`src/rtl/serial_shift_unit_pkg.sv`:
```
// ----------------------------------------------------------------------------
// serial_shift_unit_pkg
//   Shared encodings for the serial shift co-unit. The ALU decode stage uses
//   the same mode constants when it steers an operation to this unit.
//
//   Contents:
//     MODE_SRL / MODE_SLL / MODE_ROL / MODE_RSVD : 2-bit operation encodings
//     state_e                                    : FSM state encoding
//     is_passthrough()                           : true when no shift work is needed
// ----------------------------------------------------------------------------
package serial_shift_unit_pkg;

    // Operation encodings carried on in_mode.
    localparam logic [1:0] MODE_SRL  = 2'b00;  // logical right, zero fill
    localparam logic [1:0] MODE_SLL  = 2'b01;  // logical left, zero fill
    localparam logic [1:0] MODE_ROL  = 2'b10;  // rotate left
    localparam logic [1:0] MODE_RSVD = 2'b11;  // reserved, operand passes through

    // State encoding, fixed values so the ALU decode can observe it if needed.
    typedef enum logic [1:0] {
        StIdle  = 2'b00,
        StShift = 2'b01,
        StDone  = 2'b10
    } state_e;

    // A request needs no shift steps when the amount is zero or the mode is
    // reserved; such requests go straight to DONE with the operand unchanged.
    function automatic logic is_passthrough(input logic [1:0] mode, input logic shamt_zero);
        return shamt_zero || (mode == MODE_RSVD);
    endfunction

endpackage

```
`src/rtl/serial_shift_unit_shift_step.sv`:
```
// ----------------------------------------------------------------------------
// shift_step
//   Purely combinational one-bit shift/rotate step, selected by mode.
//
//   Ports:
//     data    in   WIDTH  current working value
//     mode    in   2      operation (SRL/SLL/ROL/RSVD)
//     result  out  WIDTH  value after one step (unchanged for RSVD)
// ----------------------------------------------------------------------------
module shift_step
    import serial_shift_unit_pkg::*;
#(
    parameter int unsigned WIDTH = 16
) (
    input  logic [WIDTH-1:0] data,
    input  logic [1:0]       mode,
    output logic [WIDTH-1:0] result
);

    always_comb begin
        result = data;
        unique case (mode)
            MODE_SRL: result = {1'b0, data[WIDTH-1:1]};
            MODE_SLL: result = {data[WIDTH-2:0], 1'b0};
            MODE_ROL: result = {data[WIDTH-2:0], data[WIDTH-1]};
            default:  result = data;
        endcase
    end

endmodule

```
`src/rtl/serial_shift_unit.sv`:
```
// ----------------------------------------------------------------------------
// serial_shift_unit
//   Multi-cycle shift/rotate engine, one bit per clock. Covers logical right,
//   logical left and rotate left. Operands arrive over a valid/ready handshake
//   and results leave over another.
//
//   Ports:
//     clk        in   1        rising-edge clock
//     rst_n      in   1        asynchronous active-low reset
//     in_valid   in   1        request valid
//     in_ready   out  1        unit idle and able to accept
//     in_data    in   WIDTH    operand
//     in_shamt   in   SHAMT_W  shift/rotate amount
//     in_mode    in   2        00 SRL, 01 SLL, 10 ROL, 11 pass-through
//     flush      in   1        synchronous abort, overrides everything
//     out_valid  out  1        result valid (DONE state)
//     out_ready  in   1        consumer takes the result
//     out_data   out  WIDTH    result
//     busy       out  1        unit not idle
// ----------------------------------------------------------------------------
module serial_shift_unit
    import serial_shift_unit_pkg::*;
#(
    parameter int unsigned WIDTH   = 16,
    parameter int unsigned SHAMT_W = 4
) (
    input  logic               clk,
    input  logic               rst_n,
    input  logic               in_valid,
    output logic               in_ready,
    input  logic [WIDTH-1:0]   in_data,
    input  logic [SHAMT_W-1:0] in_shamt,
    input  logic [1:0]         in_mode,
    input  logic               flush,
    output logic               out_valid,
    input  logic               out_ready,
    output logic [WIDTH-1:0]   out_data,
    output logic               busy
);

    state_e             state_q;
    logic [WIDTH-1:0]   data_q;
    logic [SHAMT_W-1:0] count_q;
    logic [1:0]         mode_q;
    logic               out_valid_q;
    logic [WIDTH-1:0]   step_result;
    logic               accept;

    // One-bit step applied to the working register on every SHIFT edge.
    shift_step #(
        .WIDTH (WIDTH)
    ) u_shift_step (
        .data   (data_q),
        .mode   (mode_q),
        .result (step_result)
    );

    // Ready depends on state only, never on in_valid.
    assign in_ready = (state_q == StIdle);
    assign busy     = (state_q != StIdle);
    assign accept   = in_valid && in_ready;

    assign out_valid = out_valid_q;
    assign out_data  = data_q;

    always_ff @(posedge clk or negedge rst_n) begin
        if (!rst_n) begin
            state_q     <= StIdle;
            data_q      <= '0;
            count_q     <= '0;
            mode_q      <= MODE_SRL;
            out_valid_q <= 1'b0;
        end else if (flush) begin
            // Abort drops any in-flight result and blocks a same-cycle accept.
            state_q     <= StIdle;
            out_valid_q <= 1'b0;
        end else begin
            unique case (state_q)
                StIdle: begin
                    if (accept) begin
                        data_q  <= in_data;
                        mode_q  <= in_mode;
                        count_q <= in_shamt;
                        if (is_passthrough(in_mode, in_shamt == '0)) begin
                            state_q     <= StDone;
                            out_valid_q <= 1'b1;
                        end else begin
                            state_q <= StShift;
                        end
                    end
                end

                StShift: begin
                    data_q <= step_result;
                    // count is at least 1 here; the edge seeing 1 is the last step,
                    // so the counter never underflows.
                    if (count_q == SHAMT_W'(1)) begin
                        state_q     <= StDone;
                        out_valid_q <= 1'b1;
                    end else begin
                        count_q <= count_q - SHAMT_W'(1);
                    end
                end

                StDone: begin
                    // Result held stable until the consumer takes it.
                    if (out_ready) begin
                        state_q     <= StIdle;
                        out_valid_q <= 1'b0;
                    end
                end

                default: begin
                    state_q     <= StIdle;
                    out_valid_q <= 1'b0;
                end
            endcase
        end
    end

endmodule

```
`config.mk`:
```
export PLATFORM = sky130hd
export DESIGN_NAME = serial_shift_unit
export DESIGN_NICKNAME = d
export VERILOG_FILES = /design/src/rtl/serial_shift_unit_pkg.sv /design/src/rtl/serial_shift_unit_shift_step.sv /design/src/rtl/serial_shift_unit.sv
export SDC_FILE = /design/constraint.sdc
export NUM_CORES = 1
export LEC_CHECK = 0
export BUFFER_PORTS_ARGS = -buffer_cell sky130_fd_sc_hd__buf_4
export CORE_AREA = 2 2 66 68
export DETAILED_ROUTE_END_ITERATION = 8
export DIE_AREA = 0 0 68 70
export PLACE_DENSITY = 0.69
export REMOVE_ABC_BUFFERS = 1
export SETUP_SLACK_MARGIN = 0.4
export SLEW_MARGIN = 20
export SYNTH_ARGS = -nofsm -noshare
export SYNTH_HDL_FRONTEND = slang
export SYNTH_SLANG_ARGS = --single-unit
```
`constraint.sdc`:
```
create_clock -name clk -period 2.5 [get_ports clk]
set_input_delay 0.25 -clock clk [delete_from_list [all_inputs] [get_ports clk]]
set_output_delay 0.25 -clock clk [all_outputs]
set_load 0.005 [all_outputs]
```
==> metrics, run 1 <==
# resized after CTS=0; Max VDD drop=~0.00035 V; largest buffer count on any clock path=2; Worst-path clk slew=approximately 0.09 ns; register area share after synthesis=0.405; Synth cell types=38; CP Capture Type=register; Syn Std Cell Area=1550 um^2; Max Slew Vio Count=0; critical path type=reg2reg; share of the synthesized area in the top cell type=0.405; Iteration-0 DRC Markers=137; Worst Path Required=around 2.7 ns; Die W=68 um; Post-CTS Setup Repair Bufs=0; Final setup viols=0; Synth area leaders=dfrtp_1 40%, nor3b_1 8.7%, a221oi_1 7.9%; Total GRT Usage=0.152; synthesis-to-finish area growth=21.9%; fmax=0.557 GHz; clk_skew=between 0.005 and 0.006 ns; routability cong.=0.782; Core Util, Final=0.454; Leakage=0.000844 uW; row cnt=24; Final period util=0.718; post-route ant nets=0; drt total wl=3460 um; Hold WC Path Type=in2reg; syn_area_per_cell=~10 um^2; fin crit period=roughly 1.8 ns; Seq cells post-synth=25; clk sinks=25; I/O pins=46; Inst Count DP=between 200 and 250; Core ar.=about 4100 um^2; Final Hold Fails=0; Synth Instances=~160; TritonCTS clock tree=done; CTS buffer count=3; first drt pass iteration count=5; Post-DP HPWL=2460 um; initial antenna violation count=0; nets@finish=231; IO buf count=45; Max Cap Violations=0; vias in the first global route=about 1200; final std cells w/o fill=250; die height=roughly 70 um; Syn. warnings=0; ant diodes=0; Worst Max-Slew Pin Slew=0.539 ns; Power Density=slightly below 900 nW/um^2; startpoint types=register; Arr. time, crit path=1.95 ns; layout cell share with drive strength beyond 1=0.293; CTS H-Tree Depth=1; slew margin rel.=0.641; Skew-Pair Late Insertion Delay=~0.27 ns; Clk Tree Root Cell=clkbuf_8; outcome=complete, no violations; wire length of the first global-routing pass=5660 um; via density per instance=about 5.4; largest net degree at the start of global routing=39; DRC violations left=0; GRT overflow=0; area leader, netlist=dfrtp_1; crit path max fanout=15; wire per inst=13.8 um; Die ar.=4760 um^2; hold slack final=about 0.17 ns; RSZ-0062 raised after global routing=false; setup TNS=0 ns; vias post-DR=~1300; Starting Density=0.373
area by class of cell:
class	count	area, um^2
clock buffer	3	41.3
clock inverter	1	5.00
fill	417	2260
inverter	7	26.3
multi-input combinational	114	757
sequential	25	626
tap	52	65.1
timing repair buffer	48	363
report_power, final:
group	switching (uW)	internal (uW)	total, uW
Sequential	148	544	693
Combinational	328	362	690
Clock	134	112	245
cells in the mapped netlist:
| library cell | count |
|---|---|
| buf_4 | 1 |
| nor3_1 | 1 |
| o2bb2ai_1 | 1 |
| nand2b_4 | 1 |
| o21a_1 | 1 |
| clkbuf_2 | 1 |
| clkbuf_8 | 1 |
| nand2b_1 | 1 |
| o21ai_0 | 12 |
| o21ai_1 | 10 |
| buf_8 | 2 |
| nor2b_1 | 1 |
| and2_2 | 1 |
| or2_2 | 2 |
| a21oi_1 | 6 |
| nor2_1 | 6 |
| and3_1 | 1 |
| nor3b_1 | 18 |
| or3_1 | 1 |
| o22ai_1 | 2 |
| dfrtp_1 | 25 |
| o311ai_4 | 1 |
| ha_1 | 5 |
| nand2_1 | 19 |
| nor4_1 | 1 |
| a31oi_1 | 1 |
| dlymetal6s2s_1 | 1 |
| o41ai_1 | 1 |
| a32oi_1 | 1 |
| or2_4 | 1 |
| o22a_1 | 1 |
| nor2b_4 | 1 |
| a221oi_1 | 14 |
| o31ai_1 | 1 |
| buf_6 | 6 |
| a211oi_1 | 1 |
| inv_1 | 7 |
| a22oi_1 | 1 |
critical path: stages, from the launching register on:
cell and delay, ns:
dfrtp_1 0.37, inv_1 0.08, ha_1 0.21, or2_4 0.24
and3_1 0.36, a221oi_1 0.34, o21ai_1 0.09
per-stage QoR:
step	instance area, um^2	power, uW	setup WS (ns)
final	1880	1630	0.704
after global routing	1880	1760	0.515
after CTS	1880	1640	0.681
after detailed placement	1830	1400	0.683
after global placement	1830	1370	0.762
after floorplan	1410	1060	0.613
cells in the final DEF (no fill, tap or decap):
master	instances
o31ai_1	1
and3_1	1
nor4_1	1
nor2b_1	1
buf_4	47
o41ai_1	1
a21oi_1	6
a31oi_1	1
and2_2	1
nor3_1	1
nand2b_4	1
dlygate4sd3_1	1
o21a_1	1
nor2_1	6
dfrtp_1	25
o22a_1	1
or2_4	1
or2_2	2
o311ai_4	1
o22ai_1	2
o21ai_1	10
o2bb2ai_1	1
clkbuf_8	3
a221oi_1	14
nand2_1	19
a22oi_1	1
ha_1	5
clkinv_2	1
nand2b_1	1
nor2b_4	1
or3_1	1
a211oi_1	1
inv_1	7
o21ai_0	12
a32oi_1	1
nor3b_1	18
flip-flops by register name, summed over array words and instances, names as in the netlist:
name / cells
out_data: 16
count_q: 4
mode_q: 2
state_q: 2
out_valid: 1
cells by family (layout without fill, tap and decap cells):
family | Yosys count | after routing | share of synthesized area
simple gates | 55 | 55 | 0.208
compound gates | 54 | 54 | 0.241
flops | 25 | 25 | 0.405
buf+inv | 19 | 59 | 0.105
fa+ha+maj | 5 | 5 | 0.0405
final timing paths:
kind / slack, ns / startpoint / end / cells after the start
worst max-delay path: 0.70 / mode_q[0]$_DFFE_PN0P_ / out_data[9]$_DFFE_PN0P_ / 6
worst min-delay path: 0.17 / flush / state_q[0]$_DFFE_PN0P_ / 2
worst max register to register: 0.70 / mode_q[0]$_DFFE_PN0P_ / out_data[9]$_DFFE_PN0P_ / 6
worst min register to register: 0.51 / out_valid$_DFFE_PN0P_ / out_valid$_DFFE_PN0P_ / 1
max in group asynchronous: 1.83 / rst_n / count_q[0]$_DFFE_PN0P_ / 2
min in group asynchronous: 0.41 / rst_n / out_data[4]$_DFFE_PN0P_ / 2
what timing repair did:
| action | 4_1_cts | 5_1_grt |
|---|---|---|
| hold buffers | 1 | 0 |
| endpoints found under the setup margin | 0 | 0 |
| endpoints found under the hold margin | 25 | 0 |
per-layer routing:
layer | global-route usage | routed length [um] | vias up | share of wire
met1 | 0.210 | 1640 | 646 | 0.47
met3 | 0.0354 | 215 | 2 | 0.062
li1 | - | - | 660 | -
met2 | 0.239 | 1580 | 38 | 0.46
met5 | 0 | 0 | - | 0
met4 | 0.0333 | 17 | 0 | 0.0049
No activity file was read; power rests on OpenSTA's default activity.
==> run 2: changes to the inputs <==
Settings changed: PLACE_DENSITY 0.69 to 0.72.
Clock period 2.5 ns to 1.5 ns, I/O delays scaled along.
==> metrics, run 2 (same netlist as run 1, synthesis figures left out) <==
Clk Tree Root Cell=clkbuf_8; drt total wl=4470 um (+29%); clk_skew=0.00677 ns (+0.00126 ns); Max Slew Vio Count=0 (unchanged); largest buffer count on any clock path=2 (unchanged); layout cell share with drive strength beyond 1=0.531 (+0.238); Hold WC Path Type=in2reg; Iteration-0 DRC Markers=133 (-2.9%); Leakage=0.00100 uW (+19%); GRT busiest layer=met2; Worst Slack Setup Final=-0.181 ns (-0.885 ns); Starting Density=0.373 (unchanged); Worst Path Required=1.70 ns (-0.96 ns); placed cell areas=1920 um^2 (+4.9%); vias in the first global route=1355 (+9.8%); Skew-Pair Late Insertion Delay=0.27 ns (about the same); Final setup viols=16 (+16); fmax=0.595 GHz (+6.9%); met1 Resource Use GR=0.219 (+0.00948); Max Cap Violations=0 (unchanged); wire per inst=16.2 um (+17%); Final Hold Fails=0 (unchanged); CTS H-Tree Depth=1 (unchanged); hold slack final=0.0766 ns (-0.0929 ns); commonest non-fill, non-tap cells in the layout=58 x buf_4, 22 x dfrtp_1, 18 x nand2_1, 18 x o21ai_1, 12 x buf_6; max reg flops=16 (unchanged); post-route ant nets=0 (unchanged); critical path type=reg2reg; Slowest-stage cell, CP=dfrtp_1; IO buf count=45 (unchanged); die height=70 um (unchanged); via density per instance=5.53 (+2.6%); Die W=68 um (unchanged); fin crit period=1.68 ns (-0.115 ns); CTS buffer count=3 (unchanged); nets@finish=257 (+11%); TritonCTS clock tree=done; CP top delay family=flip-flops; routability cong.=0.769 (-1.6%); Arr. time, crit path=1.88 ns (-0.07 ns); most common cell after layout, fill and taps aside=buf_4; vias post-DR=1525 (+13%); final std cells w/o fill=276 (+10%); worst path cell trace=inv_2 -> ha_2 -> or2_4 -> o311ai_4 -> buf_4 -> buf_8 -> nand2_1 -> o21ai_1; Die ar.=4760 um^2 (unchanged); Post-DP HPWL=2580 um (+5.0%); initial antenna violation count=0 (unchanged); ant diodes=0 (unchanged); synthesis-to-finish area growth=50.0%; Total GRT Usage=0.166 (+0.0142); I/O pins=46 (unchanged); Worst-path clk slew=0.09 ns (about the same); Core Util, Final=0.559 (+0.105); largest net degree at the start of global routing=26 (-33%); Tot Pwr=3420 uW (+110%); startpoint types=register; clk sinks=25 (unchanged); Power Density=1480 nW/um^2 (+71%); GRT overflow=0 (unchanged); Max VDD drop=0.000633 V (+82%); first drt pass iteration count=4 (-1); CP Capture Type=register; grt met3 use=0.0274 (-0.00805); slowest stage delay, CP=0.38 ns (about the same); Final Cell Area=2320 um^2 (+23%); wire length of the first global-routing pass=6160 um (+8.9%); Inst Count DP=257 (+4.9%); M2 GR Usage=0.271 (+0.0313); failing checks=setup timing; RSZ-0062 raised after global routing=true; DRC violations left=0 (unchanged); slew margin rel.=0.751 (+0.111); row cnt=24 (unchanged); outcome=finished with violations; Final period util=1.12 (+0.402); crit path max fanout=14 (-1); Core ar.=4140 um^2 (unchanged); WP buf/inv=3 (+2); Worst Max-Slew Pin Slew=0.368 ns (-0.171 ns)
run 2: cell count changes in the layout (fill, tap and decap cells not counted), sizes merged:
cell	previous run	this run
clkinv	1	0
clkbuf	3	4
buf	47	72
and3	1	2
run 2: final cells by class:
type	instances	area, um^2
Clock buffer	4	45.0
Multi-Input combinational cell	115	940
Timing Repair Buffer	73	611
Tap cell	52	65.1
Inverter	7	28.8
Fill cell	364	1830
Sequential cell	25	629
run 2: routing by layer:
layer	share of wire	wire, um	vias up
li1	-	-	716
met3	0.056	252	7
met2	0.52	2330	56
met5	0	0	-
met4	0.014	64	0
met1	0.41	1830	746
run 2: stage by stage:
| step | setup WS, ns | setup TNS (ns) |
|---|---|---|
| detailed placement | -0.292 | -3.81 |
| global route | -0.259 | -2.97 |
| finish | -0.181 | -2.01 |
| CTS | -0.0858 | -1.04 |
| floorplan | -0.387 | -5.67 |
| global placement | -0.229 | -3.00 |
run 2: what timing repair did:
item	CTS	global route
gates cloned	0	4
gates resized for setup	52	21
buffers inserted	5	5
pin swaps	15	2
endpoints found under the setup margin	27	27
hold buffers	1	0
hold endpoints to repair	25	0
run 2: final timing paths:
| check | from | end | slack (ns) | cells after the start |
|---|---|---|---|---|
| max reg2reg | mode_q[0]$_DFFE_PN0P_ | out_data[15]$_DFFE_PN0P_ | -0.18 | 8 |
| max | mode_q[0]$_DFFE_PN0P_ | out_data[15]$_DFFE_PN0P_ | -0.18 | 8 |
| min in group asynchronous | rst_n | out_data[5]$_DFFE_PN0P_ | 0.31 | 2 |
| max in group asynchronous | rst_n | count_q[0]$_DFFE_PN0P_ | 0.91 | 2 |
| min | flush | state_q[0]$_DFFE_PN0P_ | 0.08 | 2 |
| min reg2reg | out_valid$_DFFE_PN0P_ | out_valid$_DFFE_PN0P_ | 0.50 | 1 |
run 2: report_power, final:
group	internal (uW)	total (uW)	switching (uW)	leakage (uW)
Sequential	911	1200	285	0.000309
Clock	190	411	221	0.0000228
Combinational	1010	1810	799	0.000671
